`src/rtl/stbuf_be.sv`:
```
// Store buffer with byte-enable stores, byte-granular load forwarding,
// speculative flush of uncommitted stores and a valid/ack retire port.
module stbuf_be #(
  parameter int ENT_NUM    = 8,
  parameter int ENT_SEL    = 3,
  parameter int ADDR_WIDTH = 32,
  parameter int DATA_WIDTH = 32
) (
  input  logic                    clk,
  input  logic                    rst,
  input  logic                    i_exfin_st,
  input  logic [ADDR_WIDTH-1:0]   i_exfin_st_addr,
  input  logic [DATA_WIDTH-1:0]   i_exfin_st_data,
  input  logic [DATA_WIDTH/8-1:0] i_exfin_st_be,
  output logic                    o_full,
  output logic                    o_empty,
  output logic [ENT_SEL:0]        o_count,
  input  logic                    i_com_stbuf,
  input  logic                    i_flush,
  output logic                    o_ret_stbuf,
  input  logic                    i_ret_ack,
  output logic [ADDR_WIDTH-1:0]   o_ret_stbuf_addr,
  output logic [DATA_WIDTH-1:0]   o_ret_stbuf_data,
  output logic [DATA_WIDTH/8-1:0] o_ret_stbuf_be,
  input  logic [ADDR_WIDTH-1:0]   i_ld_addr,
  input  logic [DATA_WIDTH/8-1:0] i_ld_be,
  output logic                    o_stbuf_fwd_hit,
  output logic                    o_stbuf_fwd_partial,
  output logic [DATA_WIDTH-1:0]   o_stbuf_rd_data
);

  localparam int BE_W = DATA_WIDTH / 8;
  localparam int OFF  = $clog2(BE_W);

  typedef logic [ENT_SEL:0] ptr_t;

  ptr_t ret_ptr, com_ptr, fin_ptr, com_ptr_nxt, count;
  logic [ENT_SEL-1:0] ret_idx, com_idx, fin_idx;
  logic [ENT_NUM-1:0] vld, com, vld_nxt, com_nxt;
  logic alloc, do_com, do_ret;

  logic [ADDR_WIDTH-1:0] addr_q [ENT_NUM];
  logic [DATA_WIDTH-1:0] data_q [ENT_NUM];
  logic [BE_W-1:0]       be_q   [ENT_NUM];

  logic [BE_W-1:0]       cov;
  logic [DATA_WIDTH-1:0] fwd_data;
  logic                  unused_ld_addr;

  assign ret_idx = ret_ptr[ENT_SEL-1:0];
  assign com_idx = com_ptr[ENT_SEL-1:0];
  assign fin_idx = fin_ptr[ENT_SEL-1:0];

  assign count   = fin_ptr - ret_ptr;
  assign o_count = count;
  assign o_full  = (count == ptr_t'(ENT_NUM));
  assign o_empty = (count == '0);

  assign o_ret_stbuf      = vld[ret_idx] & com[ret_idx];
  assign o_ret_stbuf_addr = addr_q[ret_idx];
  assign o_ret_stbuf_data = data_q[ret_idx];
  assign o_ret_stbuf_be   = be_q[ret_idx];

  // A flushed store never allocates, so the flush target below stays exact.
  assign alloc       = i_exfin_st & ~o_full & ~i_flush;
  assign do_com      = i_com_stbuf & (com_ptr != fin_ptr);
  assign do_ret      = o_ret_stbuf & i_ret_ack;
  assign com_ptr_nxt = com_ptr + ptr_t'(do_com);

  // NOTE: every variable written in an always_comb gets a default first so no latch is inferred.
  always_comb begin
    vld_nxt = vld;
    com_nxt = com;
    if (do_com) com_nxt[com_idx] = 1'b1;
    if (do_ret) begin
      vld_nxt[ret_idx] = 1'b0;
      com_nxt[ret_idx] = 1'b0;
    end
    // Valid-but-uncommitted entries are exactly [com_ptr_nxt, fin_ptr).
    if (i_flush) vld_nxt = vld_nxt & com_nxt;
    if (alloc)   vld_nxt[fin_idx] = 1'b1;
  end

  // NOTE: sequential state uses non-blocking assignments so all registers update together.
  always_ff @(posedge clk or posedge rst) begin
    if (rst) begin
      ret_ptr <= '0;
      com_ptr <= '0;
      fin_ptr <= '0;
      vld     <= '0;
      com     <= '0;
    end else begin
      ret_ptr <= ret_ptr + ptr_t'(do_ret);
      com_ptr <= com_ptr_nxt;
      fin_ptr <= i_flush ? com_ptr_nxt : fin_ptr + ptr_t'(alloc);
      vld     <= vld_nxt;
      com     <= com_nxt;
    end
  end

  // NOTE: payload arrays are not reset; nothing reads them unless the entry's vld bit is set.
  always_ff @(posedge clk) begin
    if (alloc) begin
      addr_q[fin_idx] <= i_exfin_st_addr;
      data_q[fin_idx] <= i_exfin_st_data;
      be_q[fin_idx]   <= i_exfin_st_be;
    end
  end

  // Walk oldest to youngest from the head so the youngest matching lane wins, wrap included.
  always_comb begin : fwd_search
    logic [ENT_SEL-1:0] idx;
    logic [BE_W-1:0]    sel;
    cov      = '0;
    fwd_data = '0;
    idx      = '0;
    sel      = '0;
    for (int k = 0; k < ENT_NUM; k++) begin
      idx = ret_idx + ENT_SEL'(k);
      sel = be_q[idx] & i_ld_be;
      if (vld[idx] && (addr_q[idx][ADDR_WIDTH-1:OFF] == i_ld_addr[ADDR_WIDTH-1:OFF])) begin
        for (int b = 0; b < BE_W; b++) begin
          if (sel[b]) begin
            cov[b]           = 1'b1;
            fwd_data[b*8 +: 8] = data_q[idx][b*8 +: 8];
          end
        end
      end
    end
  end

  assign o_stbuf_fwd_hit     = (i_ld_be != '0) && (cov == i_ld_be);
  assign o_stbuf_fwd_partial = (cov != '0) && !o_stbuf_fwd_hit;
  assign o_stbuf_rd_data     = fwd_data;

  // Byte-offset bits of the load address do not take part in the word match.
  assign unused_ld_addr = ^i_ld_addr;

endmodule

```
`config.mk`:
```
export PLATFORM = sky130hd
export DESIGN_NAME = stbuf_be
export DESIGN_NICKNAME = d
export VERILOG_FILES = /design/src/rtl/stbuf_be.sv
export SDC_FILE = /design/constraint.sdc
export NUM_CORES = 2
export LEC_CHECK = 0
export ABC_AREA = 1
export CAP_MARGIN = 15
export CORE_MARGIN = 2
export CORE_UTILIZATION = 60
export DETAILED_ROUTE_END_ITERATION = 8
export PLACE_DENSITY = 0.78
export SLEW_MARGIN = 25
export SYNTH_ARGS = -nofsm -noshare
export SYNTH_HDL_FRONTEND = slang
export SYNTH_SLANG_ARGS = --single-unit
```
`constraint.sdc`:
```
create_clock -name clk -period 8.05 [get_ports clk]
set_input_delay 1.2075 -clock clk [delete_from_list [all_inputs] [get_ports clk]]
set_output_delay 1.2075 -clock clk [all_outputs]
set_load 0.005 [all_outputs]
```
==> impl_metrics.csv <==
group,metric,value,unit
global_routing,antenna_found_initial,13,
power_and_ir_drop,seqPwrFrac,16.0,%
clocking,cts_buffer_depth,3,
clocking,holdBufCountCts,0,
sta,hold_viol_final,0,
logic_synthesis,synth_fa_ha_area_share,0.476,%
logic_synthesis,synthArstFlopShare,4.90,%
min_path,hold_path.class,"reg -> reg",
clocking,cts_buffers,67,
logic_synthesis,synth.top_cell.area_share,37.4,%
sta,rsz0062_at_grt,"no",
power_and_ir_drop,clkPwrFrac,13.7,%
power_and_ir_drop,p_switching,0.0137,W
worst_setup_path,path_class,"reg -> out",
logic_synthesis,synth_compound_area_share,9.15,%
floorplan,die_area,75000,um2
logic_synthesis,synth.area.mux_share,0.550,%
logic_synthesis,synth-simple-area-share,41.6,%
global_routing,grt_pass1_wl,245000,um
global_routing,grt_pass1_vias,41400,
finish,area_delta_synth_final,10.9,%
power_and_ir_drop,pwr-share-comb,70.4,%
routing,initialDrtViolationCount,7626,
finish,finalNetCount,6595,
worst_setup_path,end_kind,"output port",
routing,via_count,47100,
power_and_ir_drop,power_density,495,nW/um2
sta,hold_ws,0.499,ns
logic_synthesis,synth_ff_type,"edfxtp_1",
power_and_ir_drop,ir_drop,0.000514,V
logic_synthesis,synthTopCellsByArea,"edfxtp_1 (37%), nand2_1 (23%), nand3_1 (15%)",
finish,multi_input_area,23300,um2
power_and_ir_drop,cell_internal_pwr,0.0103,W
sta,slew_violations,0,
worst_setup_path,cp.arrival,6.56,ns
global_routing,grt_max_degree,240,
logic_synthesis,synthXorXnorAreaFrac,1.24,%
sta,fin_crit,7.77,ns
finish,drive_gt1_share,4.20,%
placement,place.gp.congestion,1.13,
clocking,clk_pin_slew,0.06,ns
clocking,post_cts_resized,0,
power_and_ir_drop,p_leak,21.4,nW
sta,tns,0,ns
status,violations,"design-rule violations",
power_and_ir_drop,switching_share,57.0,%
logic_synthesis,synth_top_family_by_area,"simple AND/OR/NAND/NOR gates",
worst_setup_path,cp.required,6.84,ns
logic_synthesis,synthMostInstantiatedCell,"nand2_1",
routing,viasPerCell,6.30,
floorplan,design.core.area,71700,um2
finish,num-fill-cells,6290,
status,status,"finished with violations",
placement,dp_hpwl,111000,um
placement,io_buffers,216,
logic_synthesis,synth_fp_nets,6612,
floorplan,fp.dieH,274,um
sta,tightest_slew,1.02,ns
sta,clock.fmax,129,MHz
logic_synthesis,synth_cell_types,47,
logic_synthesis,syn_area_per_cell,6.73,um2
clocking,cts_htree_levels,3,
logic_synthesis,synth_edf_count,544,
routing,drtPass1Iterations,9,
logic_synthesis,synthesis.area,43700,um2
logic_synthesis,yosysWarnings,0,
finish,seq_area,17000,um2
clocking,clock_latency,0.65,ns
sta,min_period_over_period,96.5,%
floorplan,dieWidth,274,um
clocking,post_cts_buffers,0,
routing,wire_per_inst,22.2,um
finish,fin_util,67.5,%
worst_setup_path,critPathLaunchType,"register",
logic_synthesis,yosysSeqAreaShare,39.0,%
worst_setup_path,critPathMaxFanout,62,
sta,finalSetupViolCount,0,
routing,drc,2,
logic_synthesis,postSynthCellCount,6486,
routing,drtAntennaViolNets,0,
logic_synthesis,synth_common_cells,"nand2_1 (2,642), nand3_1 (1,342), edfxtp_1 (544)",
floorplan,rows,98,
routing,wirelength,166000,um
logic_synthesis,ys_seq_elements,572,
job,maxCapViolations,0,
clocking,cts.sinks,572,
sta,relSlewSlack,32.2,%
floorplan,num_io_pins,219,
sta,skew,0.0305,ns
clocking,tritoncts,"done",
clocking,cts-root-buf,"clkbuf_16",
global_routing,overflow,0,
logic_synthesis,synth_top_area_cell,"edfxtp_1",
global_routing,grt_usage,43.4,%
floorplan,initial_core_util,60.9,%
[worst max-delay path: stages (launching register included)]
cell and delay [ns]:
dfrtp_4 0.86, inv_16 0.17, ha_4 0.45, inv_8 0.43, buf_4 0.33, nand3_1 0.13, nand3_1 0.09, nand2_1 0.10
nand2_1 0.26, nand2_1 0.10, nor2_1 0.30, nand2_1 0.10, nor2_1 0.12, nand3b_1 0.12, nor2_2 0.46, nand2_2 0.31
nand2_1 0.24, nor2_1 0.09, nand2_1 0.21, nor2_1 0.07, nor2_1 0.31, clkdlybuf4s50_1 0.57
[sequential cells by signal, summed over array words and instances (netlist names)]
register  count
addr_q      256
be_q         32
com           8
com_ptr       4
data_q      256
fin_ptr       4
ret_ptr       4
vld           8
[power by group through the flow]
stage / registers [W] / clock network, W / logic, W
finish: 0.00383 / 0.00327 / 0.0169
global route: 0.00386 / 0.00339 / 0.0181
CTS: 0.00382 / 0.00328 / 0.0160
detailed placement: 0.00388 / 0 / 0.0159
global placement: 0.00387 / 0 / 0.0157
floorplan: 0.00377 / 0 / 0.0110
[final timing paths]
| kind | to | cells past startpoint | from | slack (ns) |
|---|---|---|---|---|
| min in group asynchronous | fin_ptr[0] | 3 | rst | 0.96 |
| max in group asynchronous | ret_ptr[0] | 3 | rst | 6.79 |
| min reg2reg | ret_ptr[3] | 1 | ret_ptr[3] | 0.50 |
| min | ret_ptr[3] | 1 | ret_ptr[3] | 0.50 |
| max | o_stbuf_fwd_hit | 21 | ret_ptr[0] | 0.28 |
| max reg2reg | data_q[7][11] | 12 | ret_ptr[0] | 2.68 |
[final cells by class]
type,instances,share of cell area [%]
multi-input combinational,5145,48.1
sequential,572,35.2
timing repair buffer,303,6.39
clock buffer,76,3.55
inverter,380,3.02
tap,950,2.45
clock inverter,47,1.26
antenna,5,0.0258
[through the flow]
| step | std cells | total power (W) | worst slack (ns) | instance area [um2] |
|---|---|---|---|---|
| after floorplan | 6486 | 0.0147 | 1.64 | 43700 |
| after global placement | 7348 | 0.0196 | 1.20 | 46000 |
| after detailed placement | 7348 | 0.0198 | 1.17 | 46000 |
| after CTS | 7471 | 0.0231 | 0.463 | 48400 |
| after global routing | 7477 | 0.0253 | 0.135 | 48400 |
| final | 7478 | 0.0240 | 0.282 | 48400 |
[cells in the final DEF, fill, tap and decap left out, types with 25 or more instances in the layout]
| cell type | n |
|---|---|
| dfrtp_1 | 25 |
| o211ai_1 | 69 |
| o21ai_0 | 511 |
| nand2_1 | 2642 |
| buf_4 | 66 |
| clkinv_1 | 31 |
| clkdlybuf4s50_1 | 216 |
| edfxtp_1 | 544 |
| clkbuf_16 | 67 |
| o21ai_1 | 25 |
| nand4_1 | 43 |
| a21oi_1 | 38 |
| xor2_1 | 49 |
| nor2_1 | 229 |
| nand3_1 | 1342 |
| inv_1 | 339 |
[metal layers]
metal	track usage, %	share of wire [%]
met5	0	0.057
met1	60.1	38
met3	12.8	15
met2	63.1	41
met4	18.8	5.0
[cells by family (layout without fill, tap and decap cells)]
family                     count (synthesis)  after routing
and+or+nand+nor                         4320           4320
buffers and inverters                    769            806
AOI/OAI and AO/OA                        724            724
DFF                                      572            572
xor gates and xnor gates                  61             61
muxes                                     24             24
adders and majority gates                 16             16
other                                      0              5
Power figures use the tool's default switching activity.
